--- config.mk ---
export PLATFORM = sky130hd
export DESIGN_NAME = fsm_seq_gen
export DESIGN_NICKNAME = d
export VERILOG_FILES = /design/src/rtl/fsm_seq_pkg.sv /design/src/rtl/seq_unit_tick.sv /design/src/rtl/fsm_seq_gen.sv
export SDC_FILE = /design/constraint.sdc
export NUM_CORES = 1
export LEC_CHECK = 0
export CAP_MARGIN = 20
export CORE_MARGIN = 5
export CORE_UTILIZATION = 40
export DETAILED_ROUTE_END_ITERATION = 6
export PLACE_DENSITY = 0.6
export SLEW_MARGIN = 20
export SYNTH_ARGS = -nofsm -noshare
export SYNTH_HDL_FRONTEND = slang
export SYNTH_HIERARCHICAL = 1
export SYNTH_SLANG_ARGS = --single-unit
--- constraint.sdc ---
create_clock -name clk -period 4.4 [get_ports clk]
set_input_delay 0.44 -clock clk [delete_from_list [all_inputs] [get_ports clk]]
set_output_delay 0.44 -clock clk [all_outputs]
set_load 0.01 [all_outputs]
--- src/rtl/fsm_seq_pkg.sv ---
// Shared definitions for the two-line sequence generator.
// Holds the pattern table (time offset in units and {i1,i2} level for each
// of the 12 steps a..l), the step index type, and the generator state enum.
package fsm_seq_pkg;

    localparam int NUM_STEPS = 12;
    localparam int END_TIME  = 4500;   // time of the last step (l)
    localparam int TIME_W    = 13;     // wide enough for every STEP_TIME entry

    typedef logic [3:0] step_t;

    typedef enum logic [1:0] {
        IDLE = 2'd0,
        RUN  = 2'd1,
        TAIL = 2'd2
    } gen_state_t;

    localparam logic [TIME_W-1:0] STEP_TIME [NUM_STEPS] = '{
        13'd0,    13'd500,  13'd1000, 13'd1500,
        13'd2000, 13'd2300, 13'd2800, 13'd3000,
        13'd3300, 13'd3500, 13'd4000, 13'd4500
    };

    // {i1,i2}; consecutive entries differ in exactly one line.
    localparam logic [1:0] STEP_LEVEL [NUM_STEPS] = '{
        2'b00, 2'b10, 2'b11, 2'b01,
        2'b00, 2'b10, 2'b11, 2'b01,
        2'b00, 2'b01, 2'b11, 2'b01
    };

    // Guarded lookups: indices past the table read as zero.
    function automatic logic [TIME_W-1:0] step_time(input step_t idx);
        return (int'(idx) < NUM_STEPS) ? STEP_TIME[idx] : '0;
    endfunction

    function automatic logic [1:0] step_level(input step_t idx);
        return (int'(idx) < NUM_STEPS) ? STEP_LEVEL[idx] : 2'b00;
    endfunction

endpackage

--- src/rtl/seq_unit_tick.sv ---
// Unit prescaler: counts 0..UNIT_CYCLES-1 and raises tick_o during the
// cycle in which the count sits at its last value, so each wrap edge is
// one time unit. At UNIT_CYCLES=1 the count is stuck at 0 and the tick is
// constantly high.
// Ports:
//   clk_i   clock, rising edge
//   rst_i   asynchronous active-high reset
//   clr_i   synchronous clear of the count (held while the generator idles)
//   tick_o  unit tick
module seq_unit_tick #(
    parameter int UNIT_CYCLES = 1
) (
    input  logic clk_i,
    input  logic rst_i,
    input  logic clr_i,
    output logic tick_o
);

    localparam int PW = (UNIT_CYCLES > 1) ? $clog2(UNIT_CYCLES) : 1;
    localparam logic [PW-1:0] LAST = PW'(UNIT_CYCLES - 1);

    logic [PW-1:0] cnt_q;

    assign tick_o = (cnt_q == LAST);

    always_ff @(posedge clk_i or posedge rst_i) begin
        if (rst_i) begin
            cnt_q <= '0;
        end else if (clr_i || tick_o) begin
            cnt_q <= '0;
        end else begin
            cnt_q <= cnt_q + PW'(1);
        end
    end

endmodule

--- src/rtl/fsm_seq_gen.sv ---
// Stimulus generator for the two-line (i1/i2) sequence detector.
// On an accepted start it walks the 12-step pattern at the tabled unit
// offsets, holds the last level for TAIL_UNITS units, then drops both lines
// and pulses done.
// Handshake: start is a level sampled only in IDLE (ignored if abort is also
// high); busy is high from the accepting edge until the run ends; done is a
// single-cycle pulse on normal completion only; abort ends a run on the next
// edge without done and wins over any step advance or tail expiry.
// Ports:
//   clk, reset        clock (rising) and async active-high reset
//   start, abort      run control levels
//   i1, i2            registered sequence lines
//   busy, done, step  run status; step is the pattern index (0 in IDLE)
//   dbg_state_o       current generator state
module fsm_seq_gen
    import fsm_seq_pkg::*;
#(
    parameter int UNIT_CYCLES = 1,
    parameter int TAIL_UNITS  = 500
) (
    input  logic       clk,
    input  logic       reset,
    input  logic       start,
    input  logic       abort,
    output logic       i1,
    output logic       i2,
    output logic       busy,
    output logic       done,
    output logic [3:0] step,
    output gen_state_t dbg_state_o
);

    localparam int TW = $clog2(END_TIME + TAIL_UNITS + 1);
    localparam logic [TW-1:0] FINISH_T = TW'(END_TIME + TAIL_UNITS);

    gen_state_t    state_q;
    logic [TW-1:0] t_q, t_d;
    step_t         step_q, step_d;
    logic [1:0]    level_q;
    logic          busy_q, done_q;
    logic          tick;
    logic          prescale_clr;

    // Keeping the prescaler cleared through IDLE means it is also zero
    // right after the accepting edge.
    assign prescale_clr = (state_q == IDLE);

    seq_unit_tick #(.UNIT_CYCLES(UNIT_CYCLES)) u_tick (
        .clk_i  (clk),
        .rst_i  (reset),
        .clr_i  (prescale_clr),
        .tick_o (tick)
    );

    // t_d is the unit count as of the coming edge, so a step whose time is
    // reached changes level on that same edge.
    always_comb begin
        t_d    = t_q + TW'(tick);
        step_d = step_q + 4'd1;
    end

    always_ff @(posedge clk or posedge reset) begin
        if (reset) begin
            state_q <= IDLE;
            t_q     <= '0;
            step_q  <= '0;
            level_q <= 2'b00;
            busy_q  <= 1'b0;
            done_q  <= 1'b0;
        end else begin
            done_q <= 1'b0;
            case (state_q)
                IDLE: begin
                    if (start && !abort) begin
                        state_q <= RUN;
                        t_q     <= '0;
                        step_q  <= '0;
                        level_q <= STEP_LEVEL[0];
                        busy_q  <= 1'b1;
                    end
                end
                RUN, TAIL: begin
                    if (abort) begin
                        state_q <= IDLE;
                        t_q     <= '0;
                        step_q  <= '0;
                        level_q <= 2'b00;
                        busy_q  <= 1'b0;
                    end else begin
                        t_q <= t_d;
                        if (state_q == RUN) begin
                            if (tick && t_d == TW'(step_time(step_d))) begin
                                step_q  <= step_d;
                                level_q <= step_level(step_d);
                                if (step_d == step_t'(NUM_STEPS - 1)) begin
                                    state_q <= TAIL;
                                end
                            end
                        end else if (tick && t_d == FINISH_T) begin
                            state_q <= IDLE;
                            t_q     <= '0;
                            step_q  <= '0;
                            level_q <= 2'b00;
                            busy_q  <= 1'b0;
                            done_q  <= 1'b1;
                        end
                    end
                end
                default: begin
                    state_q <= IDLE;
                end
            endcase
        end
    end

    assign i1          = level_q[1];
    assign i2          = level_q[0];
    assign busy        = busy_q;
    assign done        = done_q;
    assign step        = step_q;
    assign dbg_state_o = state_q;

endmodule

==> results of run 1 <==
==> power groups by stage <==
stage / registers [mW] / logic (mW) / clock network [mW]
after floorplan: 0.260 / 0.143 / 0
after global placement: 0.259 / 0.217 / 0
after detailed placement: 0.259 / 0.217 / 0
after CTS: 0.255 / 0.218 / 0.211
after global routing: 0.259 / 0.253 / 0.220
final: 0.255 / 0.220 / 0.207
==> through the flow <==
step | util | area (um2) | total power, mW | worst slack [ns] | hold WS (ns)
floorplan | - | 2181 | 0.4023 | 1.271 | 0.1687
global placement | 0.4536 | 2361 | 0.4757 | 1.045 | 0.4849
detailed placement | 0.4536 | 2361 | 0.4759 | 0.9851 | 0.4929
global route | 0.4726 | 2460 | 0.7311 | 0.7212 | 0.2943
finish | 0.4726 | 2460 | 0.6814 | 0.9569 | 0.3007
CTS | 0.4673 | 2432 | 0.6843 | 0.9590 | 0.2977
==> state kept, by name (all words and copies together) (netlist names) <==
register	cells
done	1
u_tick/cnt_q	1
level_q	2
step	4
busy	1
dbg_state_o	2
t_q	13
==> logic make-up after synthesis <==
| logic type | count (synthesis) |
|---|---|
| adders and majority gates | 13 |
| xor gates and xnor gates | 25 |
| buffers and inverters | 31 |
| and+or+nand+nor | 107 |
| AOI/OAI and AO/OA | 58 |
| DFF | 24 |
| muxes | 8 |
| other | 1 |
==> path summary, 6_finish.rpt <==
path / startpoint / endpoint / depth (start not counted)
min: reset / u_tick/cnt_q / 2
min reg2reg: t_q[12] / t_q[12] / 2
max reg2reg: step[0] / level_q[1] / 12
min in group clk: t_q[12] / t_q[12] / 2
max in group asynchronous: reset / step[1] / 3
max: step[0] / level_q[1] / 12
==> routing by layer <==
metal	share of wire	vias to the layer above	track usage
li1	-	956	-
met1	0.52	877	0.2264
met2	0.43	41	0.2270
met3	0.036	7	0.01777
met4	0.016	0	0.04094
met5	0	-	0
==> cell type report <==
cell class              count  area (um2)
clock buffers               3       41.29
clock inverters             1       30.03
fillers                   526        2745
inverters                  13       48.80
multi-input cells         212        1449
flip-flops and latches     24       600.6
well taps                  70       87.58
repair buffers             20       202.7
==> cell usage in the layout, fill, tap and decap left out, types with 4 or more instances in the layout <==
master,instances
ha_1,13
a21oi_1,10
nand3_1,19
o21ai_0,20
nand4_1,5
nand2b_1,10
mux2i_1,6
clkdlybuf4s50_1,13
dfrtp_1,24
xnor2_1,20
nor4_1,5
and2_1,4
o31ai_1,6
nand2_1,22
nor2_1,15
buf_4,6
inv_1,13
nor2b_1,4
or4_1,4
xor2_1,4
==> run metrics, run 1 <==
outcome complete, no violations; xor/xnor share of the synthesized area 0.1038; FF+latch count, synth 24; Tmin final between 3 and 4 ns; post-route ant nets 0; CP delay by family, top simple AND/OR/NAND/NOR gates; Placer Congestion about 0.81; register area share after synthesis 0.2754; initial drt markers around 150; initial core utilization 0.4190; leakage 0.9846 nW; hpwl dp approximately 3600 um; hold-fix buffer count after cts 0; P_int between 0.4 and 0.5 mW; Critical Path Max Stage Delay ~0.71 ns; share of layout cells above drive strength 1 0.07326; placed insts between 300 and 400; Clk network pwr share 0.303; P per Cell Area approximately 280 mW/mm2; Max Cap Violations 0; Die Area 0.007029 mm2; Remaining DRCs 0; first-pass GRT wire length approximately 9000 um; CP endpoint kind flip-flop; initial antenna violation count 0; GRT Resource Usage Total 0.1510; Setup Viol. Count Final 0; largest family of logic cells by synthesized area simple AND/OR/NAND/NOR gates; path category of the worst min-delay check primary input to asynchronous set/reset pin; clk slew on worst S/H paths about 0.1 ns; Initial DRT Pass Iterations 4; vias in the first global route 1797; synthesized-area fraction occupied by adder cells 0.07458; Compound-Gate Fraction of Synth Area 0.1664; Cell Area, Synth between 0.002 and 0.0025 mm2; Rel. slew slack 0.3869; wire length per cell roughly 15 um; crit path max fanout 24; share of the synthesized area in the top cell type 0.2754; Max VDD drop roughly 260 uV; post-synthesis mux area share 0.03787; critical path arrival about 3.7 ns; CP Class flip-flop to flip-flop; most frequent CP cell ha_1; Horiz. Die Dim ~84 um; Mapped Cells between 200 and 300; sw power 0.2379 mW; Routed Wire Length slightly above 5000 um; Reg power frac 0.374; Slew @ Worst Pin 0.9196 ns; WP data required around 4.6 ns; die height about 84 um; Syn Area/Cell just over 8 um2; Yosys cell types 50; largest net degree at the start of global routing 25; CTS Buf Count 3; synth cell count leaders 24 x dfrtp_1, 22 x nand2_1, 20 x o21ai_0, 20 x xnor2_1, 19 x nand3_1; r2r setup slk approximately 0.96 ns; combinational power share 0.323; # diodes 0; Synth Flop Type dfrtp_1; core area 0.005205 mm2; EDFF count, synth 0; CTS tree done; setup bufs post-CTS 0; Synth area leader dfrtp_1; num rows 26; syn nets about 280; Clock Tree Buf Depth 2; Final Hold Fails 0; max frequency just under 0.3 GHz; Buf/Inv on CP 2; synth top area cells dfrtp_1 28%, xnor2_1 8.0%, ha_1 7.5%, o21ai_0 4.6%, nand3_1 4.4%; post-route clock period utilization 0.7825; vias around 1900; clock sinks 24; unrepaired setup endpoints after global routing no; Fin Clk Skew around 0.0038 ns; Clk Latency, worst-skew pair roughly 0.28 ns; most frequent cell after synthesis dfrtp_1; Total Neg Setup Slack 0 ns; quantity of gates resized following cts 0; Sw Share 0.3492; Slew Limit Fails 0; I/O pin count 14; H-Tree Depth 1; Area growth syn-to-layout 12.79%; grt ovf 0; YS warnings 6; CP max-delay cell ha_1; worst path cell trace ha_1 > inv_1 > ha_1 > nand3b_1 > a21oi_1 > nor4_1 > xnor2_1 > nand2_1 > or4_1 > buf_4 > or3_1 > nand3_1; Async SR Flop Fraction 1.000; IO buf count 13; Post-Synth Simple-Gate Area 0.2800; crit start category flip-flop; root buf cell clkbuf_8; Layout Cells excl Fill 343; Via density approximately 5.5; Final #Nets approximately 290
No activity file was read; power rests on OpenSTA's default activity.
==> inputs of run 2 (changes only) <==
PLACE_DENSITY = 0.62   (was 0.6)
clock period = 3 ns   (was 4.4 ns; I/O delays follow)
==> run 2 against run 1 <==
- power grew 49%
- cell area grew 12%
- register-to-register slack lost 0.92 ns
- clock power grew 41%
- clock-buffer cell count is the same
- worst hold slack lost 0.13 ns
- critical endpoint unchanged
- largest power group unchanged
- highest routed layer unchanged
==> run metrics, run 2 (synthesis gave the netlist of run 1 again) <==
die height 83.84 um (unchanged); Largest Register t_q; vias 2002 (+6.4%); Remaining DRCs 0 (unchanged); Slew @ Worst Pin 0.9152 ns (-0.004454 ns); leakage 1.141 nW (+16%); # diodes 0 (unchanged); crit start category flip-flop; max reg flops 13 (unchanged); GRT Resource Usage Total 0.1599 (+0.008824); commonest non-fill, non-tap cells in the layout 29 x buf_4, 22 x nand2_1, 22 x dfrtp_1; clock sinks 24 (unchanged); CTS tree done; Rel. slew slack 0.3892 (+0.002297); total power 1.012 mW (+49%); grt ovf 0 (unchanged); Area growth syn-to-layout 25.87%; design area 0.002745 mm2 (+12%); initial drt markers 126 (-14%); outcome complete, no violations; Via density 5.455 (-0.53%); crit path max fanout 8 (-67%); RR Startpoint step[0]; fill count 510 (-3.0%); Total Neg Setup Slack 0 ns (unchanged); post-route ant nets 0 (unchanged); CP Class flip-flop to flip-flop; Reg2Reg Depth 12 (unchanged); first-pass GRT wire length 9542 um (+6.9%); GR Util met1 0.2306 (+0.004214); wire length per cell 14.99 um (-0.46%); Fin Clk Skew 0.009485 ns (+0.005651 ns); WP data required 3.21 ns (-1.41 ns); Max VDD drop 489.8 uV (+89%); share of layout cells above drive strength 1 0.2088 (+0.1355); post-route clock period utilization 0.9883 (+0.2058); critical path arrival 3.17 ns (-0.49 ns); met2 Usage GRT 0.2552 (+0.02820); Clk Latency, worst-skew pair 0.27 ns (about the same); FF-to-FF End level_q[1]; met3 Usage GRT 0.01974 (+0.001974); initial antenna violation count 0 (unchanged); hpwl dp 4045 um (+12%); clk slew on worst S/H paths 0.10 ns (about the same); root buf cell clkbuf_8; CP endpoint kind flip-flop; Die Area 0.007029 mm2 (unchanged); Routed Wire Length 5501 um (+6.5%); most common cell after layout, fill and taps aside buf_4; H-Tree Depth 1 (unchanged); Final #Nets 315 (+8.2%); initial core utilization 0.4190 (unchanged); hold-fix buffer count after cts 0 (unchanged); r2r setup slk 0.04 ns (-0.92 ns); Max Cap Violations 0 (unchanged); multi-input combinational cell area 0.001553 mm2 (+7.2%); Horiz. Die Dim 83.84 um (unchanged); vias in the first global route 1988 (+11%); Initial DRT Pass Iterations 4 (unchanged); Tmin final 2.965 ns (-0.4781 ns); max frequency 0.3373 GHz (+16%); I/O pin count 14 (unchanged); Slew Limit Fails 0 (unchanged); IO buf count 13 (unchanged); Clock Tree Buf Depth 2 (unchanged); FF+latch area 603.1 um2 (+0.42%); final hold slack 0.1740 ns (-0.1267 ns); unrepaired setup endpoints after global routing yes; placed inst area 0.002561 mm2 (+8.5%); core area 0.005205 mm2 (unchanged); path category of the worst min-delay check primary input to asynchronous set/reset pin; P per Cell Area 368.7 mW/mm2 (+33%); Placer Congestion 0.8000 (-1.3%); Final Hold Fails 0 (unchanged); largest net degree at the start of global routing 27 (+8.0%); num rows 26 (unchanged); layer with the highest usage met2; Setup Viol. Count Final 0 (unchanged); CTS Buf Count 3 (unchanged)
[run 2: worst max path at each step]
| stage | end | start | slack, ns | cells past startpoint |
|---|---|---|---|---|
| after floorplan | step[1] | step[0] | 0.005 | 12 |
| after global placement | level_q[1] | step[0] | 0.06 | 12 |
| after detailed placement | level_q[1] | step[0] | 0.008 | 12 |
| after CTS | step[1] | step[0] | 0.02 | 11 |
| after global routing | level_q[1] | step[0] | -0.06 | 12 |
| final | level_q[1] | step[0] | 0.04 | 12 |
[run 2: metrics by stage]
stage | instances | setup slack, ns | util
global route | 367 | -0.05665 | 0.5274
global placement | 360 | 0.06312 | 0.4921
detailed placement | 360 | 0.007548 | 0.4921
floorplan | 267 | 0.004599 | -
finish | 367 | 0.03504 | 0.5274
CTS | 366 | 0.01654 | 0.5101
[run 2: timing repair]
item                       CTS  global route
setup endpoints to repair    2            11
gates resized for setup      2            18
buffers inserted             2             1
pin swaps                    0             4
[run 2: critical path, cell delays in order, from the launching register on]
cell	delay [ns]
dfrtp_2	0.45
ha_4	0.19
inv_4	0.06
ha_4	0.22
or4b_4	0.48
o31ai_2	0.09
nor4_2	0.10
xnor2_1	0.14
nand2_1	0.06
or4_4	0.54
buf_6	0.15
or3_4	0.36
nand3_1	0.07
[run 2: metal layers]
metal	vias to the layer above	wire length (um)
li1	1004	-
met1	953	2719
met2	41	2556
met3	4	186
met4	0	39
met5	-	0
[run 2: where the power goes]
| part | total [mW] | internal, mW | switching (mW) |
|---|---|---|---|
| clock | 0.292 | 0.179 | 0.114 |
| combinational | 0.344 | 0.133 | 0.211 |
| sequential | 0.376 | 0.350 | 0.0255 |
[run 2: area by class of cell]
type                       instances  share of cell area
sequential                        24              0.2197
clock inverter                     1             0.01094
clock buffer                       3             0.01504
tap                               70             0.03191
inverter                          13             0.01869
multi-input combinational        212              0.5656
timing repair buffer              44              0.1381
==> inputs of run 3 (changes only) <==
PLACE_DENSITY = 0.6   (was 0.62)
TNS_END_PERCENT = 10   (was unset)
==> run 3 against run 2 <==
- via count is 0.95% lower
- global-route usage decreased by 0.99 points
- die area is the same
- clock skew about the same
- highest routed layer unchanged
==> run metrics, run 3 (synthesis gave the netlist of run 1 again) <==
Crit. path cell count 11 (-1); Clk network pwr share 0.293 (+0.004); Die Area 0.007029 mm2 (unchanged); CP endpoint kind flip-flop; Reg2Reg Depth 11 (-1); Critical Path Max Stage Delay 0.52 ns (-0.02 ns); share of layout cells above drive strength 1 0.1959 (-0.01281); Initial DRT Pass Iterations 4 (unchanged); Via density 5.418 (-0.68%); # diodes 0 (unchanged); vias in the first global route 1809 (-9.0%); Horiz. Die Dim 83.84 um (unchanged); most common cell after layout, fill and taps aside buf_4; grt ovf 0 (unchanged); outcome complete, no violations; Routed Wire Length 5300 um (-3.7%); Slew Limit Fails 0 (unchanged); CTS tree done; Setup Viol. Count Final 0 (unchanged); clock sinks 24 (unchanged); multi-input combinational cell area 0.001554 mm2 (about the same); Area growth syn-to-layout 25.24%; I/O pin count 14 (unchanged); FF-to-FF End step[1]; post-route ant nets 0 (unchanged); RR Startpoint step[1]; total power 1.007 mW (-0.49%); die height 83.84 um (unchanged); CP Class flip-flop to flip-flop; num rows 26 (unchanged); Remaining DRCs 0 (unchanged); Clk Latency, worst-skew pair 0.28 ns (about the same); max frequency 0.3394 GHz (+0.64%); Buf/Inv on CP 1 (-1); Fin Clk Skew 0.009909 ns (+0.0004238 ns); Tmin final 2.946 ns (-0.01877 ns); H-Tree Depth 1 (unchanged); Rel. slew slack 0.4050 (+0.01575); Reg power frac 0.374 (+0.003); DP Worst Slack 0.03544 ns (+0.02789 ns); vias 1983 (-0.95%); worst path cell trace ha_4 > inv_2 > ha_4 > or4b_4 > o31ai_4 > nor4_2 > xnor2_1 > nand2_1 > or4_4 > or4_4 > nand3_1; r2r setup slk 0.05 ns (+0.02 ns); P per Cell Area 368.8 mW/mm2 (about the same); design area 0.002731 mm2 (-0.50%); initial drt markers 94 (-25%); crit path launch step[1]; fill count 503 (-1.4%); sw power 0.3454 mW (-1.4%); clk slew on worst S/H paths 0.10 ns (about the same); Sw Share 0.3429 (-0.003249); crit start category flip-flop; initial core utilization 0.4190 (unchanged); leakage 1.152 nW (+0.97%); CTS Buf Count 3 (unchanged); Placer Congestion 0.8948 (+12%); max reg flops 13 (unchanged); crit path max fanout 7 (-1); path category of the worst min-delay check primary input to asynchronous set/reset pin; Final Hold Fails 0 (unchanged); P_int 0.6618 mW (about the same); first-pass GRT wire length 8818 um (-7.6%); GRT Resource Usage Total 0.1499 (-0.009942); FF+latch area 603.1 um2 (unchanged); initial antenna violation count 0 (unchanged); Slew @ Worst Pin 0.8916 ns (-0.02360 ns); Max VDD drop 393.7 uV (-20%); utilization after layout 0.5248 (-0.002644); core area 0.005205 mm2 (unchanged); Max Cap Violations 0 (unchanged); CP delay by family, top simple AND/OR/NAND/NOR gates; wire length per cell 14.48 um (-3.4%); combinational power share 0.333 (-0.007); worst setup path end step[1]; IO buf count 13 (unchanged); commonest non-fill, non-tap cells in the layout 28 x buf_4, 22 x nand2_1, 22 x dfrtp_1; final hold slack 0.1641 ns (-0.009898 ns); WP data required 3.21 ns (about the same); Clock Tree Buf Depth 2 (unchanged); Final #Nets 314 (-0.32%); hpwl dp 3910 um (-3.4%); placed insts 361 (+0.28%); critical path arrival 3.16 ns (about the same); largest net degree at the start of global routing 27 (unchanged); Total Neg Setup Slack 0 ns (unchanged); unrepaired setup endpoints after global routing yes; root buf cell clkbuf_8; Largest Register t_q; post-route clock period utilization 0.9821 (-0.006258); final setup margin 0.05382 ns (+0.01877 ns); Layout Cells excl Fill 366 (-0.27%); CP max-delay cell or4_4; placed inst area 0.002556 mm2 (-0.20%)
==> run 3: worst min-delay path by stage <==
| stage | startpoint | end | slack (ns) | depth (start not counted) |
|---|---|---|---|---|
| floorplan | reset | u_tick/cnt_q | 0.03 | 1 |
| finish | reset | u_tick/cnt_q | 0.16 | 2 |
| CTS | reset | u_tick/cnt_q | 0.17 | 2 |
| global route | reset | u_tick/cnt_q | 0.18 | 2 |
| global placement | reset | u_tick/cnt_q | 0.47 | 2 |
| detailed placement | reset | u_tick/cnt_q | 0.47 | 2 |
==> run 3: routing by layer <==
metal	up-vias	track usage	wire length, um
li1	1000	-	-
met1	949	0.2181	2689
met2	29	0.2357	2423
met3	5	0.02073	140
met4	0	0.03070	46
met5	-	0	0
==> run 3: power by group through the flow <==
stage	combinational (mW)	sequential, mW	clock, mW
finish	0.336	0.377	0.295
global route	0.375	0.382	0.314
floorplan	0.209	0.381	0
detailed placement	0.330	0.381	0
global placement	0.326	0.380	0
CTS	0.331	0.375	0.300
==> run 3: layout make-up <==
type / count / share of cell area
Tap cell: 70 / 0.03207
Sequential cell: 24 / 0.2208
Clock buffer: 3 / 0.01512
Multi-Input combinational cell: 212 / 0.5689
Inverter: 13 / 0.01787
Clock inverter: 1 / 0.01099
Timing Repair Buffer: 43 / 0.1342
==> run 3: what timing repair did <==
action	in CTS	in global routing
endpoints found under the setup margin	1	11
setup buffers	0	1
pin swaps	1	3
gates resized for setup	1	19
cloned	0	0
hold buffers	0	0
